--- src/rtl/rx_comma_aligner.sv ---
// Receive comma aligner: hunts for K28.5 in the serial stream and deserializes aligned
// 10-bit code groups for the decoder (first received bit lands in oData[9]).
module rx_comma_aligner #(
  parameter int SYNC_COMMAS = 3,
  parameter int LOSS_WORDS  = 64
) (
  input  logic       INTERCLK,
  input  logic       Reset,
  input  logic       iSerial,
  input  logic       iBitEn,
  output logic [9:0] oData,
  output logic       oValid,
  output logic       oComma,
  output logic       oSync
);
  // state   | meaning
  // HUNT    | searching every bit position for a comma, no words emitted
  // ACQUIRE | comma found, counting identically aligned commas, no words emitted
  // SYNC    | locked, one word emitted per 10 enabled bits
  typedef enum logic [1:0] {HUNT = 2'd0, ACQUIRE = 2'd1, SYNC = 2'd2} state_t;

  localparam logic [9:0] COMMA_NEG = 10'b0011111010;
  localparam logic [9:0] COMMA_POS = 10'b1100000101;
  localparam logic [3:0] GCNT_LOCK = 4'(SYNC_COMMAS);
  localparam logic [9:0] WCNT_LOSS = 10'(LOSS_WORDS);

  state_t     state_q;
  logic [9:0] sr_q;
  logic [3:0] cnt_q;
  logic [3:0] gcnt_q;
  logic [9:0] wcnt_q;
  logic [9:0] data_q;
  logic       valid_q;
  logic       comma_q;
  logic       sync_q;

  logic [9:0] sr_d;
  logic       is_comma;
  logic       boundary;
  logic [3:0] cnt_inc;
  logic [3:0] gcnt_inc;
  logic [9:0] wcnt_inc;

  // All decisions look at the shift register including the bit arriving this cycle
  assign sr_d     = {sr_q[8:0], iSerial};
  assign is_comma = (sr_d == COMMA_NEG) || (sr_d == COMMA_POS);
  assign boundary = (cnt_q == 4'd9);
  assign cnt_inc  = boundary ? 4'd0 : cnt_q + 4'd1;
  assign gcnt_inc = gcnt_q + 4'd1;
  assign wcnt_inc = wcnt_q + 10'd1;

  always_ff @(posedge INTERCLK) begin
    if (!Reset) begin
      state_q <= HUNT;
      sr_q    <= 10'd0;
      cnt_q   <= 4'd0;
      gcnt_q  <= 4'd0;
      wcnt_q  <= 10'd0;
      data_q  <= 10'd0;
      valid_q <= 1'b0;
      comma_q <= 1'b0;
      sync_q  <= 1'b0;
    end else begin
      valid_q <= 1'b0;
      comma_q <= 1'b0;
      if (iBitEn) begin
        sr_q  <= sr_d;
        cnt_q <= cnt_inc;
        case (state_q)
          HUNT: begin
            if (is_comma) begin
              cnt_q  <= 4'd0;
              gcnt_q <= 4'd1;
              wcnt_q <= 10'd0;
              if (SYNC_COMMAS == 1) begin
                state_q <= SYNC;
                sync_q  <= 1'b1;
                data_q  <= sr_d;
                valid_q <= 1'b1;
                comma_q <= 1'b1;
              end else begin
                state_q <= ACQUIRE;
              end
            end
          end
          ACQUIRE: begin
            if (is_comma && !boundary) begin
              cnt_q  <= 4'd0;
              gcnt_q <= 4'd1;
            end else if (boundary) begin
              if (is_comma) begin
                gcnt_q <= gcnt_inc;
                if (gcnt_inc == GCNT_LOCK) begin
                  state_q <= SYNC;
                  sync_q  <= 1'b1;
                  data_q  <= sr_d;
                  valid_q <= 1'b1;
                  comma_q <= 1'b1;
                  wcnt_q  <= 10'd0;
                end
              end else begin
                state_q <= HUNT;
                gcnt_q  <= 4'd0;
              end
            end
          end
          SYNC: begin
            if (boundary) begin
              data_q  <= sr_d;
              valid_q <= 1'b1;
              comma_q <= is_comma;
              if (is_comma) begin
                wcnt_q <= 10'd0;
              end else begin
                wcnt_q <= wcnt_inc;
                // Timeout word is still delivered; lock drops afterwards
                if (LOSS_WORDS != 0 && wcnt_inc == WCNT_LOSS) begin
                  state_q <= HUNT;
                  sync_q  <= 1'b0;
                end
              end
            end else if (is_comma) begin
              state_q <= ACQUIRE;
              sync_q  <= 1'b0;
              cnt_q   <= 4'd0;
              gcnt_q  <= 4'd1;
            end
          end
          default: begin
            state_q <= HUNT;
            sync_q  <= 1'b0;
          end
        endcase
      end
    end
  end

  assign oData  = data_q;
  assign oValid = valid_q;
  assign oComma = comma_q;
  assign oSync  = sync_q;

endmodule

--- config.mk ---
export PLATFORM = sky130hd
export DESIGN_NAME = rx_comma_aligner
export DESIGN_NICKNAME = d
export VERILOG_FILES = /design/src/rtl/rx_comma_aligner.sv
export SDC_FILE = /design/constraint.sdc
export NUM_CORES = 1
export LEC_CHECK = 0
export BUFFER_PORTS_ARGS = -buffer_cell sky130_fd_sc_hd__buf_2
export CORE_MARGIN = 5
export CORE_UTILIZATION = 30
export CTS_BUF_LIST = sky130_fd_sc_hd__clkbuf_16
export DETAILED_ROUTE_END_ITERATION = 7
export PLACE_DENSITY = 0.45
export SKIP_LAST_GASP = 1
export SYNTH_ARGS = -nofsm -noshare
export SYNTH_HDL_FRONTEND = slang
export SYNTH_SLANG_ARGS = --single-unit
export TNS_END_PERCENT = 50
--- constraint.sdc ---
create_clock -name INTERCLK -period 2.72 [get_ports INTERCLK]
set_input_delay 0.544 -clock INTERCLK [delete_from_list [all_inputs] [get_ports INTERCLK]]
set_output_delay 0.544 -clock INTERCLK [all_outputs]
set_load 0.02 [all_outputs]
* Yosys cells after proc, flatten, opt, wreduce, memory -nomap -nowiden
Cells that the tools add are included.
W data, S select, Z words.
** Storage, ports and cells
- Bits of input ports :: 4
- Output and inout port bits :: 13
- Bits in registers :: 42
- Logic and storage cells :: 96
** Operators by class
- Muxes and demuxes :: 51
- Bitwise gates (word level) :: 1
- Eq/ne operators :: 20
- $add $sub $neg :: 3
- Reduce and logical (&&, ||, !) cells :: 12
** Operator list (count)
- $mux W10 :: 12
- $mux W4 :: 9
- $pmux W10 S3 :: 1
- $pmux W4 S3 :: 2
- $pmux W10 S2 :: 1
- $ne A3 B3 Y1 const B :: 6
- $mux W2 :: 8
- $mux W1 :: 14
- $ne A2 B2 Y1 const B :: 7
- $add A10 B1 Y10 const B :: 1
- $eq A10 B10 Y1 const B :: 1
- $eq A10 B7 Y1 const B :: 1
- $eq A10 B8 Y1 const B :: 1
- $reduce_and A9 Y1 :: 1
- $add A4 B1 Y4 const B :: 2
- $reduce_and A8 Y1 :: 1
- $reduce_and A7 Y1 :: 1
- $pmux W2 S3 :: 1
- $reduce_and A6 Y1 :: 1
- $eq A4 B2 Y1 const B :: 1
- $eq A4 B4 Y1 const B :: 1
- $pmux W1 S2 :: 2
- $reduce_and A4 Y1 :: 1
- $pmux W1 S3 :: 1
- 10 further kinds :: 10

* Longest topological paths before layout
Gate-level depths: netlist of the first run.
- Depth in word-level cells :: 7
- Mapped depth :: 9
- Depth with buffers taken out :: 8

* Worst setup path before layout of the first run
No wires, ideal clock.
- Path kind :: input port to flip-flop
- Start point :: input iSerial
- End point :: register gcnt_q[2]
- Cell stages on the path :: 7
- Buffers on the path :: 1
- Data required time :: 2605 ps
- Setup time :: 115 ps
- Slack :: 430 ps
- Arrival time :: 2175 ps
- Cells stage by stage :: nand4bb_1 > or4_4 > and2_4 > buf_6 > a211oi_1 > a21boi_0 > o21a_1
** Between the ends
- Longest elaborated chain between the ends :: 6
- Elaborated cells on any way between the ends :: 12
- Those cells by class :: 3 x eq/ne; 6 x mux; 3 x reduce/logical
** Ends and longest elaborated chain
- start: declaration :: RTL line 9 : input logic iSerial,
- $eq A10 B8 Y1 / $eq A10 B10 Y1 (equally long branches) :: RTL line 46 : assign is_comma = (sr_d == COMMA_NEG) || (sr_d == COMMA_POS);
- $logic_or A1 B1 Y1 * :: RTL line 46
- $mux W4 :: RTL line 91 : if (is_comma) begin
- $mux W4 :: RTL line 90 : end else if (boundary) begin
- $mux W4 :: RTL line 87 : if (is_comma && !boundary) begin
- $pmux W4 S3 :: RTL line 69 : case (state_q)
- end signal: assignment :: RTL line 92 : gcnt_q <= gcnt_inc;
- end: declaration :: RTL line 30 : logic [3:0] gcnt_q;
Every way passes the cells marked *; elsewhere a longest branch is shown, timed or not. The select of a mux whose other input is x is not followed.
A chain may end at the register's enable or synchronous reset.

* Worst setup path after layout of the first run
- Start point :: register wcnt_q[0]
- End point :: register state_q[1]
** Between the ends
- Longest elaborated chain between the ends :: 4
** Ends and longest elaborated chain
- start: declaration :: RTL line 31 : logic [9:0] wcnt_q;
- start signal: assignment :: RTL line 115 : wcnt_q <= wcnt_inc;
- $add A10 B1 Y10 :: RTL line 50 : assign wcnt_inc = wcnt_q + 10'd1;
- $eq A10 B7 Y1 :: RTL line 117 : if (LOSS_WORDS != 0 && wcnt_inc == WCNT_LOSS) begin
- $ne A3 B3 Y1 (no line)
- $reduce_and A6 Y1 (no line)
- end signal: assignment :: RTL line 54 : state_q <= HUNT;
- end signal: assignment :: RTL line 118 : state_q <= HUNT;
- end signal: assignment :: RTL line 123 : state_q <= ACQUIRE;
- end: declaration :: RTL line 27 : state_t state_q;
No other way between the ends.

==> results.sh, run 1 <==
export IMPL_gr_usage_met3_pct=2.81
export IMPL_ir_worst_vdd_v=0.000206
export IMPL_synth_area_leaders="dfxtp_1 35%, mux2i_1 8.8%, nand2_1 6.6%"
export IMPL_synth_top_area_share_pct=35.3
export IMPL_p_leak_nw=1.01
export IMPL_cp_data_arrival_time_ns=2.37
export IMPL_grt_pass1_vias=2057
export IMPL_drcViolationCount=0
export IMPL_vias=2097
export IMPL_drv_slew=0
export IMPL_synth_common_cells="42 x dfxtp_1, 42 x nand2_1, 22 x nor2_1"
export IMPL_start_util_pct=30.8
export IMPL_yosysTopAreaCell="dfxtp_1"
export IMPL_crit_fanout=7
export IMPL_io_pins=17
export IMPL_fin_crit_sh_pct=80.6
export IMPL_wl_per_cell_um=14.4
export IMPL_drt_pass1_iterations=4
export IMPL_die_w_um=99.1
export IMPL_finalCriticalPeriod_ns=2.19
export IMPL_numCtsBuffers=5
export IMPL_ant_nets=0
export IMPL_synthFlopType="dfxtp_1"
export IMPL_vias_per_cell=5.13
export IMPL_htree_num_levels=2
export IMPL_finClkSkew_ns=0.00665
export IMPL_die_h_um=99.1
export IMPL_synth_edf_count=0
export IMPL_grt_pass1_wl_um=10300
export IMPL_power_mw=1.35
export IMPL_avgSynthCellArea_sq_um=8.21
export IMPL_syn_inst=290
export IMPL_synth_fp_nets=303
export IMPL_overflow=0
export IMPL_critPathRequiredTime_ns=2.89
export IMPL_syn2layout_area_growth_pct=15.2
export IMPL_fmax_mhz=456
export IMPL_post_cts_setup_buffers=0
export IMPL_cts_sinks=42
export IMPL_cts_tree="built"
export IMPL_grtUsageTotal_pct=12.7
export IMPL_antenna_found_initial=0
export IMPL_grtUsageMet1_pct=17.8
export IMPL_startpoint_type="flop"
export IMPL_synthArstFlopShare_pct=0
export IMPL_grt_max_degree=23
export IMPL_cts_hold_buf=0
export IMPL_grt_busiest_layer="met2"
export IMPL_core_area_sq_mm=0.00773
export IMPL_ys_ff_latch=42
export IMPL_whs_ns=0.453
export IMPL_clk_pin_slew_worst_paths_ns=0.06
export IMPL_finalWirelength_um=5910
export IMPL_max_slew_worst_pin_slew_ns=0.648
export IMPL_drv_cap=0
export IMPL_grt_use_met2_pct=19.2
export IMPL_numPortBuffers=16
export IMPL_num_nets_final=319
export IMPL_maxSlewHeadroom_pct=56.6
export IMPL_syn_area_sq_mm=0.00238
export IMPL_drive_gt1_share_pct=14.3
export IMPL_fp_dieArea_sq_mm=0.00982
export IMPL_hold_class="flop to flop"
export IMPL_clock_path_buffers=2
export IMPL_hpwlAfterDp_um=4080
export IMPL_crit_type="flop to flop"
export IMPL_hold_violations=0
export IMPL_power_density_mw_per_mm2=491
export IMPL_clk_latency_ns=0.28
export IMPL_rsz0062_at_grt="false"
export IMPL_antennaDiodeCount=0
export IMPL_num_rows=32
export IMPL_ctsResizeCount=0
export IMPL_finalSetupViolCount=0
export IMPL_cp_end_kind="flop"
export IMPL_root_buffer="clkbuf_16"
export IMPL_fin_tns_setup_ns=0
export IMPL_yosys_warnings=0
export IMPL_gp_congestion=0.780
export IMPL_yosysSeqAreaShare_pct=35.3
export IMPL_ys_types=54
export IMPL_drtIter0Drc=49
export IMPL_status="complete, no violations"
## stage by stage
| stage | instance area [sq um] | instances | worst slack (ns) | utilization, % |
|---|---|---|---|---|
| after floorplan | 2380 | 290 | 0.430 | - |
| after CTS | 2740 | 409 | 0.556 | 35.5 |
| final | 2740 | 409 | 0.528 | 35.5 |
| after global routing | 2740 | 409 | 0.309 | 35.5 |
| after global placement | 2580 | 401 | 0.318 | 33.4 |
| after detailed placement | 2580 | 401 | 0.308 | 33.4 |
## final timing paths
| check | from | to | slack (ns) | cells past startpoint |
|---|---|---|---|---|
| min reg2reg | oData[5]$_SDFFE_PN0P_ | oData[5]$_SDFFE_PN0P_ | 0.45 | 2 |
| min | oData[5]$_SDFFE_PN0P_ | oData[5]$_SDFFE_PN0P_ | 0.45 | 2 |
| max reg2reg | wcnt_q[0]$_SDFFE_PN0P_ | state_q[1]$_SDFFE_PN0P_ | 0.53 | 7 |
| max | wcnt_q[0]$_SDFFE_PN0P_ | state_q[1]$_SDFFE_PN0P_ | 0.53 | 7 |
## cell usage in the layout, fill, tap and decap left out, types with 3 or more instances in the layout
master	count
nand2_1	42
dfxtp_1	42
nor2_1	22
mux2i_1	21
buf_2	16
o21ai_0	15
a21oi_1	13
nand3_1	11
buf_4	10
ha_1	9
inv_1	8
nand4_1	8
a31oi_1	6
nor3_1	6
a22oi_1	6
o21a_1	5
or4_1	5
clkbuf_16	5
nor4_1	4
nand2b_1	3
or2_2	3
o211ai_1	3
## area by class of cell
type,count,area [sq um]
Tap cell,102,128
Sequential cell,42,841
Inverter,8,30.0
Multi-Input combinational cell,223,1420
Clock inverter,3,41.3
Fill cell,835,4980
Timing Repair Buffer,26,155
Clock buffer,5,125
## power breakdown
part,internal (mW),switching [mW],total (mW)
Clock,0.430,0.249,0.679
Combinational,0.0144,0.0307,0.0451
Sequential,0.619,0.00446,0.623
## sequential cells by signal (all words and copies together) (netlist names)
name,count
oData,10
state_q,2
oComma,1
gcnt_q,4
sr_q,9
oSync,1
oValid,1
wcnt_q,10
cnt_q,4
## worst max-delay path: stages, from the launching register on
cell and delay, ns:
dfxtp_1 0.47, ha_1 0.32, nor3b_1 0.26, o2111a_1 0.20, o2111ai_1 0.18, o21ai_0 0.24
nand3_1 0.14, a31o_2 0.27
## per-layer routing
| metal | share of wire [%] | wire, um |
|---|---|---|
| met1 | 51 | 3040 |
| met3 | 3.3 | 197 |
| met2 | 44 | 2590 |
| met5 | 0 | 0 |
| met4 | 1.4 | 80 |
## cell families (layout without fill, tap and decap cells)
family          count (synthesis)  after routing  share of synthesized area [%]
compound gates                 66             66                           17.9
xor+xnor                        1              1                          0.368
fa+ha+maj                       9              9                           4.73
buf+inv                        25             42                           5.15
flops                          42             42                           35.3
mux                            21             21                           8.82
simple gates                  126            126                           27.7
Note: power is estimated with default switching activity, not from simulation.
==> inputs of run 2 (changes only) <==
PLACE_DENSITY = 0.47   (was 0.45)
clock period = 2 ns   (was 2.72 ns; I/O delays follow)
==> run 2 against run 1 <==
  * Via count is 8.4% higher
  * Hold slack gained 0.0036 ns
  * Sequential power increased by 35%
  * Final cell count grew 8.6%
  * Clock power rose by 36%
  * Combinational power increased by 72%
  * Clock skew shrank 0.0015 ns
  * Die area is the same
  * Routed wire length grew 6.1%
  * Register-to-register slack got worse by 0.50 ns
  * Non-clock buffer count increased by 35
==> results.sh, run 2 (same netlist as run 1, synthesis figures left out) <==
export IMPL_status="complete, no violations"
export IMPL_rsz0062_at_grt="true"
export IMPL_fin_crit_sh_pct=98.6
export IMPL_io_pins=17
export IMPL_ff2ff_path_depth=6
export IMPL_core_area_sq_mm=0.00773
export IMPL_antennaDiodeCount=0
export IMPL_grt_pass1_vias=2174
export IMPL_fp_dieArea_sq_mm=0.00982
export IMPL_layout_commonest_cell="buf_4"
export IMPL_power_mw=1.85
export IMPL_clock_path_buffers=2
export IMPL_fmax_mhz=507
export IMPL_timing_rr_end="gcnt_q[2]$_SDFFE_PN0P_"
export IMPL_dp_cells=432
export IMPL_maxSlewHeadroom_pct=68.3
export IMPL_ant_nets=0
export IMPL_setup_ws_ns=0.0290
export IMPL_drcViolationCount=0
export IMPL_crit_fanout=5
export IMPL_drive_gt1_share_pct=28.4
export IMPL_fin_tns_setup_ns=0
export IMPL_drt_pass1_iterations=4
export IMPL_crit_type="flop to flop"
export IMPL_rrSetupSlack_ns=0.03
export IMPL_clk_pin_slew_worst_paths_ns=0.06
export IMPL_setup_worst_path_start="sr_q[5]$_SDFFE_PN0P_"
export IMPL_endpoint="gcnt_q[2]$_SDFFE_PN0P_"
export IMPL_drv_cap=0
export IMPL_r2r_start="sr_q[5]$_SDFFE_PN0P_"
export IMPL_ir_worst_vdd_v=0.000265
export IMPL_whs_ns=0.457
export IMPL_clk_latency_ns=0.28
export IMPL_fin_cells=444
export IMPL_finClkSkew_ns=0.00517
export IMPL_power_density_mw_per_mm2=595
export IMPL_critPathBufInv=0
export IMPL_cp_data_arrival_time_ns=2.20
export IMPL_post_place_ws_ns=-0.224
export IMPL_hold_violations=0
export IMPL_slowest_stage="or4_4"
export IMPL_grt_max_degree=24
export IMPL_drv_slew=0
export IMPL_grtUsageTotal_pct=13.0
export IMPL_cts_tree="built"
export IMPL_syn2layout_area_growth_pct=30.1
export IMPL_drtIter0Drc=74
export IMPL_finalSetupViolCount=0
export IMPL_critPathRequiredTime_ns=2.23
export IMPL_n_fill_cell=800
export IMPL_finalCriticalPeriod_ns=1.97
export IMPL_die_w_um=99.1
export IMPL_htree_num_levels=2
export IMPL_num_nets_final=354
export IMPL_p_leak_nw=1.19
export IMPL_overflow=0
export IMPL_cp_cell_sequence="nand4_1, or4_4, and2_4, or4_4, nor3b_2, o21a_1"
export IMPL_slowest_delay_ns=0.52
export IMPL_final_cell_mix="44 x buf_4, 42 x nand2_1, 34 x dfxtp_1"
export IMPL_fin_util_pct=40.1
export IMPL_start_util_pct=30.8
export IMPL_numPortBuffers=16
export IMPL_finalWirelength_um=6270
export IMPL_die_h_um=99.1
export IMPL_hpwlAfterDp_um=4570
export IMPL_crit_top_cell="or4_4"
export IMPL_numCtsBuffers=5
export IMPL_critPathTopFamily="simple AND/OR/NAND/NOR gates"
export IMPL_vias_per_cell=5.12
export IMPL_startpoint_type="flop"
export IMPL_wl_per_cell_um=14.1
export IMPL_crit_cells=6
export IMPL_fin_area_sq_mm=0.00310
export IMPL_cts_sinks=42
export IMPL_max_slew_worst_pin_slew_ns=0.471
export IMPL_antenna_found_initial=0
export IMPL_vias=2274
export IMPL_grt_pass1_wl_um=10600
export IMPL_placed_area_sq_mm=0.00283
export IMPL_gp_congestion=0.805
export IMPL_cp_end_kind="flop"
export IMPL_worstHoldPathCells=2
export IMPL_num_rows=32
export IMPL_root_buffer="clkbuf_16"
export IMPL_hold_class="flop to flop"
==> run 2: worst register-to-register path: stages (launching register included) <==
cell,delay [ns]
dfxtp_4,0.37
nand4_1,0.11
or4_4,0.52
and2_4,0.19
or4_4,0.44
nor3b_2,0.19
o21a_1,0.11
==> run 2: power breakdown <==
group | internal, mW | switching (mW) | total, mW
Combinational | 0.0304 | 0.0473 | 0.0777
Clock | 0.585 | 0.341 | 0.926
Sequential | 0.838 | 0.00369 | 0.841
Total | 1.45 | 0.392 | 1.85
==> run 2: cell type report <==
cell class                 instances  area (sq um)  area share (%)
multi-input combinational        223          1490            48.0
tap                              102           128            4.12
inverter                           8          30.0           0.969
clock buffer                       5           125            4.04
timing repair buffer              61           430            13.9
clock inverter                     3          41.3            1.33
sequential                        42           858            27.7
==> run 2: layer usage <==
metal	vias to the layer above	wire length [um]	global-route usage, %
met5	-	0	0
met4	0	68	3.78
met3	5	232	2.81
met2	50	2760	20.2
met1	1063	3210	18.2
li1	1156	-	-
==> run 2: repair_timing <==
item	4_1_cts	5_1_grt
setup buffers	0	4
hold buffers	0	0
pin swaps	0	4
endpoints found under the setup margin	19	30
resized for setup	3	20
hold endpoints to repair	0	0
==> run 2: worst min-delay path by stage <==
stage	start	to
floorplan	sr_q[8]$_SDFFE_PN0P_	oData[9]$_SDFFE_PN0P_
global placement	oData[7]$_SDFFE_PN0P_	oData[7]$_SDFFE_PN0P_
detailed placement	oData[3]$_SDFFE_PN0P_	oData[3]$_SDFFE_PN0P_
CTS	oData[3]$_SDFFE_PN0P_	oData[3]$_SDFFE_PN0P_
global route	oData[3]$_SDFFE_PN0P_	oData[3]$_SDFFE_PN0P_
finish	oData[3]$_SDFFE_PN0P_	oData[3]$_SDFFE_PN0P_
